==> config.mk <==
export PLATFORM = sky130hd
export DESIGN_NAME = cv32e41s_tcm_arbiter
export DESIGN_NICKNAME = d
export VERILOG_FILES = /design/src/rtl/cv32e41s_tcm_arbiter.sv
export SDC_FILE = /design/constraint.sdc
export NUM_CORES = 1
export LEC_CHECK = 0
export CAP_MARGIN = 20
export CORE_AREA = 2 2 123 125
export DETAILED_ROUTE_END_ITERATION = 12
export DIE_AREA = 0 0 125 127
export GPL_TIMING_DRIVEN = 0
export MAX_ROUTING_LAYER = met4
export RECOVER_POWER = 50
export SLEW_MARGIN = 15
export SYNTH_ARGS = -nofsm -noshare
export SYNTH_HDL_FRONTEND = slang
export SYNTH_SLANG_ARGS = --single-unit
==> constraint.sdc <==
create_clock -name clk_i -period 7 [get_ports clk_i]
set_clock_uncertainty 0.15 [all_clocks]
set_input_delay 1.4 -clock clk_i [delete_from_list [all_inputs] [get_ports clk_i]]
set_output_delay 1.4 -clock clk_i [all_outputs]
set_load 0.01 [all_outputs]
==> src/rtl/cv32e41s_tcm_arbiter.sv <==
// Round-robin front end that shares one TCM port between two OBI masters.
// Optional conflict statistics counter: define CV32E41S_TCM_ARB_STATS_EN.
module cv32e41s_tcm_arbiter #(
  parameter logic [31:0] TCM_BASE = 32'h0010_0000,
  parameter int unsigned MEM_SIZE = 4096,
  parameter int unsigned A_WID    = 32
) (
  input  logic             clk_i,
  input  logic             rst_i,
`ifdef CV32E41S_TCM_ARB_STATS_EN
  input  logic             conflict_clr_i,
  output logic [15:0]      conflict_cnt_o,
`endif
  input  logic             m0_req_i,
  output logic             m0_gnt_o,
  input  logic [31:0]      m0_addr_i,
  input  logic             m0_we_i,
  input  logic [3:0]       m0_be_i,
  input  logic [31:0]      m0_wdata_i,
  output logic             m0_rvalid_o,
  output logic [31:0]      m0_rdata_o,
  output logic             m0_err_o,
  input  logic             m1_req_i,
  output logic             m1_gnt_o,
  input  logic [31:0]      m1_addr_i,
  input  logic             m1_we_i,
  input  logic [3:0]       m1_be_i,
  input  logic [31:0]      m1_wdata_i,
  output logic             m1_rvalid_o,
  output logic [31:0]      m1_rdata_o,
  output logic             m1_err_o,
  output logic             tcm_req_o,
  output logic             tcm_we_o,
  output logic [3:0]       tcm_be_o,
  output logic [A_WID-1:0] tcm_addr_o,
  output logic [31:0]      tcm_wdata_o,
  input  logic             tcm_rvalid_i,
  input  logic [31:0]      tcm_rdata_i
);

  logic        last_q;
  logic        resp_v_q;
  logic        resp_own_q;
  logic        resp_err_q;

  logic [31:0] m0_off;
  logic [31:0] m1_off;
  logic        m0_hit;
  logic        m1_hit;
  logic        gnt0;
  logic        gnt1;
  logic        granted;
  logic        sel_hit;
  logic [31:0] sel_off;
  logic        rsp_valid;
  logic [31:0] rsp_data;

  // Unsigned subtraction makes addresses below the base wrap to a miss.
  assign m0_off = m0_addr_i - TCM_BASE;
  assign m1_off = m1_addr_i - TCM_BASE;
  assign m0_hit = m0_off < 32'(MEM_SIZE);
  assign m1_hit = m1_off < 32'(MEM_SIZE);

  // On conflict the master that did not win last time is granted.
  assign gnt0    = m0_req_i & (~m1_req_i | last_q);
  assign gnt1    = m1_req_i & (~m0_req_i | ~last_q);
  assign granted = gnt0 | gnt1;
  assign sel_hit = gnt1 ? m1_hit : m0_hit;
  assign sel_off = gnt1 ? m1_off : m0_off;

  assign m0_gnt_o = gnt0;
  assign m1_gnt_o = gnt1;

  always_comb begin
    tcm_req_o   = 1'b0;
    tcm_we_o    = 1'b0;
    tcm_be_o    = 4'h0;
    tcm_addr_o  = '0;
    tcm_wdata_o = 32'h0;
    if (granted && sel_hit) begin
      tcm_req_o   = 1'b1;
      tcm_addr_o  = A_WID'(sel_off);
      tcm_we_o    = gnt1 ? m1_we_i    : m0_we_i;
      tcm_be_o    = gnt1 ? m1_be_i    : m0_be_i;
      tcm_wdata_o = gnt1 ? m1_wdata_i : m0_wdata_i;
    end
  end

  always_ff @(posedge clk_i or posedge rst_i) begin
    if (rst_i) begin
      last_q     <= 1'b1;
      resp_v_q   <= 1'b0;
      resp_own_q <= 1'b0;
      resp_err_q <= 1'b0;
    end else begin
      if (granted) begin
        last_q <= gnt1;
      end
      resp_v_q   <= granted;
      resp_own_q <= gnt1;
      resp_err_q <= granted & ~sel_hit;
    end
  end

  // Misses answer locally; hits forward the TCM's fixed-latency response.
  assign rsp_valid = resp_v_q & (resp_err_q | tcm_rvalid_i);
  assign rsp_data  = (resp_v_q & ~resp_err_q) ? tcm_rdata_i : 32'h0;

  assign m0_rvalid_o = rsp_valid & ~resp_own_q;
  assign m1_rvalid_o = rsp_valid &  resp_own_q;
  assign m0_rdata_o  = resp_own_q ? 32'h0 : rsp_data;
  assign m1_rdata_o  = resp_own_q ? rsp_data : 32'h0;
  assign m0_err_o    = resp_v_q & resp_err_q & ~resp_own_q;
  assign m1_err_o    = resp_v_q & resp_err_q &  resp_own_q;

`ifdef CV32E41S_TCM_ARB_STATS_EN
  // Saturating count of cycles with both masters requesting; clear has priority.
  always_ff @(posedge clk_i or posedge rst_i) begin
    if (rst_i) begin
      conflict_cnt_o <= 16'h0;
    end else if (conflict_clr_i) begin
      conflict_cnt_o <= 16'h0;
    end else if (m0_req_i && m1_req_i && (conflict_cnt_o != 16'hFFFF)) begin
      conflict_cnt_o <= conflict_cnt_o + 16'd1;
    end
  end
`endif

  a_tcm_resp: assert property (@(posedge clk_i) disable iff (rst_i)
    (resp_v_q && !resp_err_q) |-> tcm_rvalid_i);
  a_one_rvalid: assert property (@(posedge clk_i) disable iff (rst_i)
    $onehot0({m0_rvalid_o, m1_rvalid_o}));

endmodule
After elaboration in Yosys (flattened, before gate mapping). Cells that the tools add are included.

Add/subtract/negate cells: 2. Order comparisons: 2. Multiplexer cells: 13. Bitwise logic cells: 20. Reduce and logical (&&, ||, !) cells: 1.

Operators with widths (count): 32-bit 2-to-1 mux (7); 32-bit by 13-bit < comparator with 1-bit output, second input constant (2); 32-bit by 21-bit subtractor with 32-bit output, second input constant (2); 1-bit bitwise AND (10); 4-bit 2-to-1 mux (2); 1-bit NOT (6); 1-bit 2-to-1 mux (4); 1-bit bitwise OR (4); 1-bit logical AND (1).

Register bits after elaboration: 4. Input bits: 175. Word-level logic and storage cells: 42.

Depth between registers and ports, before layout. Gate-level depths: netlist of the first run.

Depth after elaboration: 6. Mapped depth: 9. Mapped depth without buffers: 7.

Worst setup path after synthesis of the first run. No wires, ideal clock.

Path type: input to output. Start: in m1_addr_i[21]. End: out tcm_addr_o[0]. Arrival: 3.578 ns. Path slack: 1.872 ns. Stages on the path: 9. Buffers on the path: 2. Cell sequence: inv_1 -> ha_1 -> o21bai_1 -> a211o_1 -> a211o_1 -> or4_1 -> clkbuf_1 -> buf_2 -> a221oi_2.

Longest elaborated chain between the ends: 5.

Ends and longest elaborated chain: start, declared (RTL line 25) `input logic [31:0] m1_addr_i,`; 32-bit by 21-bit subtractor with 32-bit output (RTL line 60) `assign m1_off = m1_addr_i - TCM_BASE;`; 32-bit by 13-bit < comparator with 1-bit output (RTL line 62) `assign m1_hit = m1_off < 32'(MEM_SIZE);`; 1-bit 2-to-1 mux (RTL line 68) `assign sel_hit = gnt1 ? m1_hit : m0_hit;`; 1-bit logical AND (RTL line 80) `if (granted && sel_hit) begin`; 32-bit 2-to-1 mux (RTL line 80); end, declared (RTL line 35) `output logic [A_WID-1:0] tcm_addr_o,`.

Every way passes these cells.

Worst setup path in the final report of the first run.
Start: in m1_addr_i[20]. End: out tcm_wdata_o[4].

Longest elaborated chain between the ends: 5.

Ends and longest elaborated chain: 32-bit by 21-bit subtractor with 32-bit output (RTL line 60); 32-bit by 13-bit < comparator with 1-bit output (RTL line 62); 1-bit 2-to-1 mux (RTL line 68); 1-bit logical AND (RTL line 80); 32-bit 2-to-1 mux (RTL line 80); end, declared (RTL line 36) `output logic [31:0] tcm_wdata_o,`.

Every way passes these cells.

==> summary.txt, run 1 <==
TIMING
-------------------------------------------------------------------------------------------
Setup repair after global routing missed its margin                                   false
Max Fclk                                                                          0.147 GHz
Setup violations, final                                                                   0
Max-slew violations                                                                       0
Count of endpoints failing hold in the final timing report                                0
Slew HR                                                                               51.2%
Final setup TNS                                                                        0 ns
Slew at the pin closest to its max-slew limit                                      0.731 ns
Minimum clock period after layout                                                   6.81 ns
Final Cycle Share                                                                     97.2%

FINAL LAYOUT
-------------------------------------------------------------------------------------------
Growth of design area from synthesis to finish                                         128%
FF+latch area                                                                     101 sq um
Filler instances                                                                       1455
Final cell area excluding filler cells                                         0.00606 sq mm
Net count reported at finish                                                            888
Multi-input logic area                                                         0.00230 sq mm
Ratio of cells with drive above 1 in the final layout                                 12.5%

FLOORPLANNING
-------------------------------------------------------------------------------------------
Count of boundary I/O pins                                                              315
DIE AREA                                                                       0.0159 sq mm
Placement Rows                                                                           44
Initial standard-cell utilization of the core                                         18.4%
Height of the die                                                                    127 um
Core Region                                                                    0.0144 sq mm
Die width                                                                            125 um

DETAILED ROUTING
-------------------------------------------------------------------------------------------
Post-DR vias/cell                                                                      4.67
DRT Wirelength                                                                     16600 um
Number of antenna-violating nets in the routed design                                     0
Number of design-rule violations left by the first detailed-router iteration            112
Drt wl/cell                                                                         18.5 um
Length of the first detailed-routing pass in iterations                                   4
Post-route DRC                                                                            0
Via count                                                                              4188

CTS
-------------------------------------------------------------------------------------------
CTS tree                                                                              built
Maximum root-to-sink buffer count                                                         2
Post-cts hold buffer count                                                                0
Root buffer cell                                                                  clkbuf_16
Number of buffers inserted by post-CTS setup repair                                       0
Number of gates given a new drive strength after cts                                      0
CTS clock-pin slew for the worst setup and hold paths                               0.03 ns
Worst-skew pair later-pin latency                                                   0.22 ns
Clock buffer count from CTS                                                               3
Number of H-tree branching levels                                                         1
Sink Count                                                                                4

CRITICAL PATH
-------------------------------------------------------------------------------------------
Slowest cell on the critical path                                              clkdlybuf4s50_1
Endpoint class of the critical path                                            primary output
Cells along the critical path                                                  clkdlybuf4s50_1 -> inv_1 -> ha_1 -> o21bai_1 -> a211o_1 -> a211o_1 -> or4_1 -> clkbuf_1 -> buf_2 -> a221oi_2 -> clkdlybuf4s50_1
Setup CP Type                                                                  input pin to primary output
Highest fanout seen on the critical path                                                 10
Number of buffer and inverter stages on the critical path                                 5
CP required                                                                         5.45 ns
Delay contributed by the slowest stage of the critical path                         0.66 ns
Gate family responsible for the most delay along the worst path                buffers and inverters
Worst setup SP type                                                               input pin
Worst path arrival time                                                             5.26 ns

POWER
-------------------------------------------------------------------------------------------
Total internal power                                                               0.235 mW
Logic gate share of total power                                                       67.3%
Switching power as a share of total power                                             35.1%
Net switching power                                                                0.127 mW
Leakage power figure                                                                2.28 nW
Max IR drop VDD                                                                   0.0464 mV
Share of total power in the clock network                                             25.2%
Power per unit of standard cell area                                           59.8 mW/mm^2
Seq pwr share                                                                          7.5%

RUN
-------------------------------------------------------------------------------------------
Number of max-cap violations                                                              0

YOSYS
-------------------------------------------------------------------------------------------
Post-synthesis instance area                                                   0.00266 sq mm
Fraction of the yosys area taken by sequential cells                                  3.81%
Number of enable flip-flop cells after synthesis                                          0
Yosys warning total                                                                       0
Average size of a mapped cell                                                    6.83 sq um
Synthesized instance count                                                              389
Leading register cell type out of synthesis                                         dfrtp_1
Synthesized flop and latch total                                                          4
Share of synthesized flip-flops with an asynchronous set or reset                      100%
Library cells used by synthesis                                                          43

STATUS
-------------------------------------------------------------------------------------------
Result of the run                                                                 completed

PLACED DESIGN
-------------------------------------------------------------------------------------------
Dpl cell area                                                                  0.00596 sq mm
Sum of net half-perimeters after detailed placement                                14300 um
Placer's final routability congestion estimate                                        0.887
Buffers added on ports                                                                  304

GRT
-------------------------------------------------------------------------------------------
Antenna violations before repair                                                          5
Met3 Resource Use GR                                                                  3.02%
Final global-route overflow total                                                         0
Pin count of the biggest net entering global routing                                     12
First-pass GRT wire length                                                         24400 um
GRT Resource Usage Total                                                              19.8%
Gr busiest metal                                                                       met2
Met2 Track Usage GR                                                                   37.5%
Vias in the first global route                                                         4435
Met1 Resource Use GR                                                                  21.3%

HOLD PATH
-------------------------------------------------------------------------------------------
Kind of path behind the tightest hold check                                    flip-flop to flip-flop

## placed cells by master, fill, tap and decap left out, types with 3 or more instances in the layout
cell             count
clkdlybuf4s50_1    240
or3_1                3
diode_2              6
nand2b_1             3
inv_1               12
dfrtp_1              3
buf_4               10
a21oi_1              4
clkbuf_1            27
nor2_1               9
clkbuf_16            3
conb_1              10
and2_1              66
nand2_1            123
nor3_1               6
buf_2               12
dlygate4sd3_1       64
xnor2_1              4
nor4_1              11
ha_1                 6
a221oi_2            57
## final cells by class
cell class                 instances  share of cell area [%]
timing repair buffer             304                    50.2
multi-input combinational        332                    38.0
buffer                            49                    3.90
tap                              184                    3.80
sequential                         4                    1.67
clock buffer                       4                    1.30
inverter                          13                   0.805
antenna                            6                   0.248
## cell usage after synthesis, types with 3 or more instances
cell        n  area, sq um
xnor2_1     4         35.0
clkbuf_1   26         97.6
nand2_1   123          462
dfrtp_1     3         75.1
ha_1        6         75.1
nor3_1      6         30.0
a21oi_1     4         20.0
a221oi_2   57          856
and2_1     66          413
buf_4      10         75.1
inv_1      12         45.0
nand2b_1    3         18.8
buf_2      12         60.1
or3_1       3         18.8
nor4_1     11         68.8
nor2_1      9         33.8
## kinds of logic (layout without fill, tap and decap cells)
kind of cell               count (synthesis)  in the layout  share of synthesized area (%)
xor gates and xnor gates                   4              4                           1.32
adders and majority gates                  6              6                           2.82
AOI/OAI and AO/OA                         77             77                           37.7
buffers and inverters                     62            370                           10.7
other                                      1             16                          0.141
and+or+nand+nor                          235            235                           43.5
DFF                                        4              4                           3.81
## flip-flops by register name, summed over array words and instances (netlist names)
register and flops:
last_q 1, resp_err_q 1, resp_own_q 1, resp_v_q 1
## per-stage QoR
| step | utilization, % | worst slack [ns] | hold slack (ns) | power (mW) | std cells |
|---|---|---|---|---|---|
| floorplan | - | 1.87 | 0.319 | 0.120 | 398 |
| global placement | 41.4 | 0.182 | 0.400 | 0.273 | 886 |
| detailed placement | 41.4 | 0.208 | 0.403 | 0.277 | 886 |
| CTS | 41.9 | 0.187 | 0.410 | 0.370 | 890 |
| global route | 42.0 | 0.0273 | 0.437 | 0.388 | 896 |
| finish | 42.0 | 0.194 | 0.390 | 0.362 | 896 |
## worst register-to-register path, delay by kind of cell, from the launching register on
| family | cells | cell delay [ns] |
|---|---|---|
| flops | 1 | 0.52 |
| compound gates | 2 | 0.23 |
| simple gates | 3 | 0.50 |
| buf+inv | 4 | 1.54 |
## power by group through the flow
| stage | clock network, mW | registers (mW) | logic (mW) |
|---|---|---|---|
| after global routing | 0.0959 | 0.0273 | 0.265 |
| after detailed placement | 0 | 0.0275 | 0.249 |
| after floorplan | 0 | 0.0269 | 0.0927 |
| after CTS | 0.0924 | 0.0272 | 0.251 |
| final | 0.0913 | 0.0270 | 0.244 |
| after global placement | 0 | 0.0274 | 0.245 |
## path summary, 6_finish.rpt
path                       cells after the start             end  slack [ns]           from
min in group asynchronous                      2        resp_v_q        1.34          rst_i
min                                            2          last_q        0.39         last_q
max                                           11  tcm_wdata_o[4]        0.19  m1_addr_i[20]
max in group asynchronous                      2          last_q        5.14          rst_i
min reg2reg                                    2          last_q        0.39         last_q
max reg2reg                                    9      resp_err_q        3.99         last_q
## routing by layer
layer,part of all wire [%],up-vias
met4,2.4,0
li1,-,2004
met2,53,196
met3,5.8,18
met5,0,-
met1,38,1970
Note: power is estimated with default switching activity, not from simulation.
==> run 2: changes to the inputs <==
CTS_BUF_LIST = sky130_fd_sc_hd__clkbuf_16   (was unset)
==> run 2 against run 1 <==
Effect of this change:
- setup slack is the same
- register-to-register slack is essentially flat
- wire length is the same
- core utilization is the same
- total power shrank 0.38%
- via count is the same
- clock-buffer cell count shrank 1
- clock power shrank 1%
- die area is the same
==> summary.txt, run 2 (same netlist as run 1, synthesis figures left out) <==
STATUS
-------------------------------------------------------------------------------------------
Result of the run                                                                 completed

POWER
-------------------------------------------------------------------------------------------
Leakage power figure                                                                2.28 nW   +0.18%
Max IR drop VDD                                                                   0.0464 mV   about the same
Power per unit of standard cell area                                           59.6 mW/mm^2   -0.38%

CRITICAL PATH
-------------------------------------------------------------------------------------------
Worst setup SP type                                                               input pin
Endpoint class of the critical path                                            primary output
Worst path arrival time                                                             5.26 ns   about the same
CP required                                                                         5.45 ns   about the same
Setup CP Type                                                                  input pin to primary output
Gate family responsible for the most delay along the worst path                buffers and inverters
Slowest cell on the critical path                                              clkdlybuf4s50_1
Cells along the critical path                                                  clkdlybuf4s50_1 -> inv_1 -> ha_1 -> o21bai_1 -> a211o_1 -> a211o_1 -> or4_1 -> clkbuf_1 -> buf_2 -> a221oi_2 -> clkdlybuf4s50_1
Number of buffer and inverter stages on the critical path                                 5   unchanged
Delay contributed by the slowest stage of the critical path                         0.66 ns   about the same
Highest fanout seen on the critical path                                                 10   unchanged

GRT
-------------------------------------------------------------------------------------------
Pin count of the biggest net entering global routing                                     12   unchanged
Final global-route overflow total                                                         0   unchanged
Antenna violations before repair                                                          5   unchanged
GRT Resource Usage Total                                                              19.8%   unchanged
Vias in the first global route                                                         4435   unchanged
First-pass GRT wire length                                                         24400 um   unchanged

FINAL LAYOUT
-------------------------------------------------------------------------------------------
Ratio of cells with drive above 1 in the final layout                                 12.5%   unchanged
Utilization after layout                                                              42.0%   unchanged
Filler instances                                                                       1455   unchanged
Final cell area excluding filler cells                                         0.00606 sq mm   unchanged
Most used cells in the layout excluding fill and tap cells                     clkdlybuf4s50_1, nand2_1, and2_1
Growth of design area from synthesis to finish                                         128%   unchanged
Most common cell after layout, fill and taps aside                             clkdlybuf4s50_1
Net count reported at finish                                                            888   unchanged

CTS
-------------------------------------------------------------------------------------------
Number of H-tree branching levels                                                         1   unchanged
Worst-skew pair later-pin latency                                                   0.22 ns   about the same
Root buffer cell                                                                  clkbuf_16
Post-cts hold buffer count                                                                0   unchanged
Number of buffers inserted by post-CTS setup repair                                       0   unchanged
CTS tree                                                                              built
Number of gates given a new drive strength after cts                                      0   unchanged
Clock buffer count from CTS                                                               3   unchanged
Sink Count                                                                                4   unchanged
Maximum root-to-sink buffer count                                                         2   unchanged
CTS clock-pin slew for the worst setup and hold paths                               0.03 ns   about the same

TIMING
-------------------------------------------------------------------------------------------
Max-slew violations                                                                       0   unchanged
Max Fclk                                                                          0.147 GHz   unchanged
Final Cycle Share                                                                     97.2%   unchanged
Setup repair after global routing missed its margin                                   false
Setup violations, final                                                                   0   unchanged
Slew HR                                                                               51.2%   unchanged
Final setup TNS                                                                        0 ns   unchanged
Count of endpoints failing hold in the final timing report                                0   unchanged
Minimum clock period after layout                                                   6.81 ns   unchanged
Slew at the pin closest to its max-slew limit                                      0.731 ns   unchanged

DETAILED ROUTING
-------------------------------------------------------------------------------------------
Number of antenna-violating nets in the routed design                                     0   unchanged
Length of the first detailed-routing pass in iterations                                   4   unchanged
Post-route DRC                                                                            0   unchanged
DRT Wirelength                                                                     16600 um   unchanged
Number of design-rule violations left by the first detailed-router iteration            112   unchanged
Drt wl/cell                                                                         18.5 um   unchanged
Post-DR vias/cell                                                                      4.67   unchanged
Via count                                                                              4188   unchanged

PLACED DESIGN
-------------------------------------------------------------------------------------------
Placer's final routability congestion estimate                                        0.887   unchanged
Sum of net half-perimeters after detailed placement                                14300 um   unchanged
Dpl cell area                                                                  0.00596 sq mm   unchanged
Buffers added on ports                                                                  304   unchanged

FLOORPLANNING
-------------------------------------------------------------------------------------------
Height of the die                                                                    127 um   unchanged
Core Region                                                                    0.0144 sq mm   unchanged
Placement Rows                                                                           44   unchanged
Initial standard-cell utilization of the core                                         18.4%   unchanged
Die width                                                                            125 um   unchanged
DIE AREA                                                                       0.0159 sq mm   unchanged
Count of boundary I/O pins                                                              315   unchanged

RUN
-------------------------------------------------------------------------------------------
Number of max-cap violations                                                              0   unchanged

HOLD PATH
-------------------------------------------------------------------------------------------
Kind of path behind the tightest hold check                                    flip-flop to flip-flop

-- run 2: cell count changes in the layout (fill, tap and decap cells not counted), sizes merged --
| cell | change |
|---|---|
| clkbuf | -1 |
| inv | +1 |
-- run 2: through the flow --
step | setup WS (ns) | hold slack [ns] | std cells | power [mW]
floorplan | 1.87 | 0.319 | 398 | 0.120
global route | 0.0273 | 0.437 | 896 | 0.387
CTS | 0.187 | 0.410 | 890 | 0.369
detailed placement | 0.208 | 0.403 | 886 | 0.277
finish | 0.194 | 0.390 | 896 | 0.361
global placement | 0.182 | 0.400 | 886 | 0.273
-- run 2: layout make-up --
cell class	instances	area, sq um	share of cell area (%)
inverters	13	48.8	0.805
plain buffers	49	236	3.90
diodes	6	15.0	0.248
flip-flops and latches	4	101	1.67
clock buffers	3	75.1	1.24
multi-input cells	332	2300	38.0
repair buffers	304	3040	50.2
clock inverters	1	3.75	0.0620
well taps	184	230	3.80
-- run 2: worst paths after layout --
kind	startpoint	end	slack, ns	cells past startpoint
setup / recovery	m1_addr_i[20]	tcm_wdata_o[4]	0.19	11
hold / removal	last_q	last_q	0.39	2
setup reg to reg	last_q	resp_err_q	3.99	9
hold reg to reg	last_q	last_q	0.39	2
max in group asynchronous	rst_i	last_q	5.14	2
min in group asynchronous	rst_i	resp_v_q	1.34	2
-- run 2: tightest hold or removal path: stages, from the launching register on --
cell and delay (ns):
dfstp_2 0.36, inv_1 0.06, o21ai_0 0.10
-- run 2: layer usage --
layer | vias to the layer above | share of wire, % | track usage [%]
met2 | 196 | 53 | 37.5
li1 | 2004 | - | -
met1 | 1970 | 38 | 21.3
met4 | 0 | 2.4 | 6.27
met3 | 18 | 5.8 | 3.02
met5 | - | 0 | -
-- run 2: power by group --
group	switching [mW]	total, mW	internal (mW)
clock network	0.0162	0.0900	0.0737
registers	0.00117	0.0270	0.0259
logic	0.110	0.244	0.134
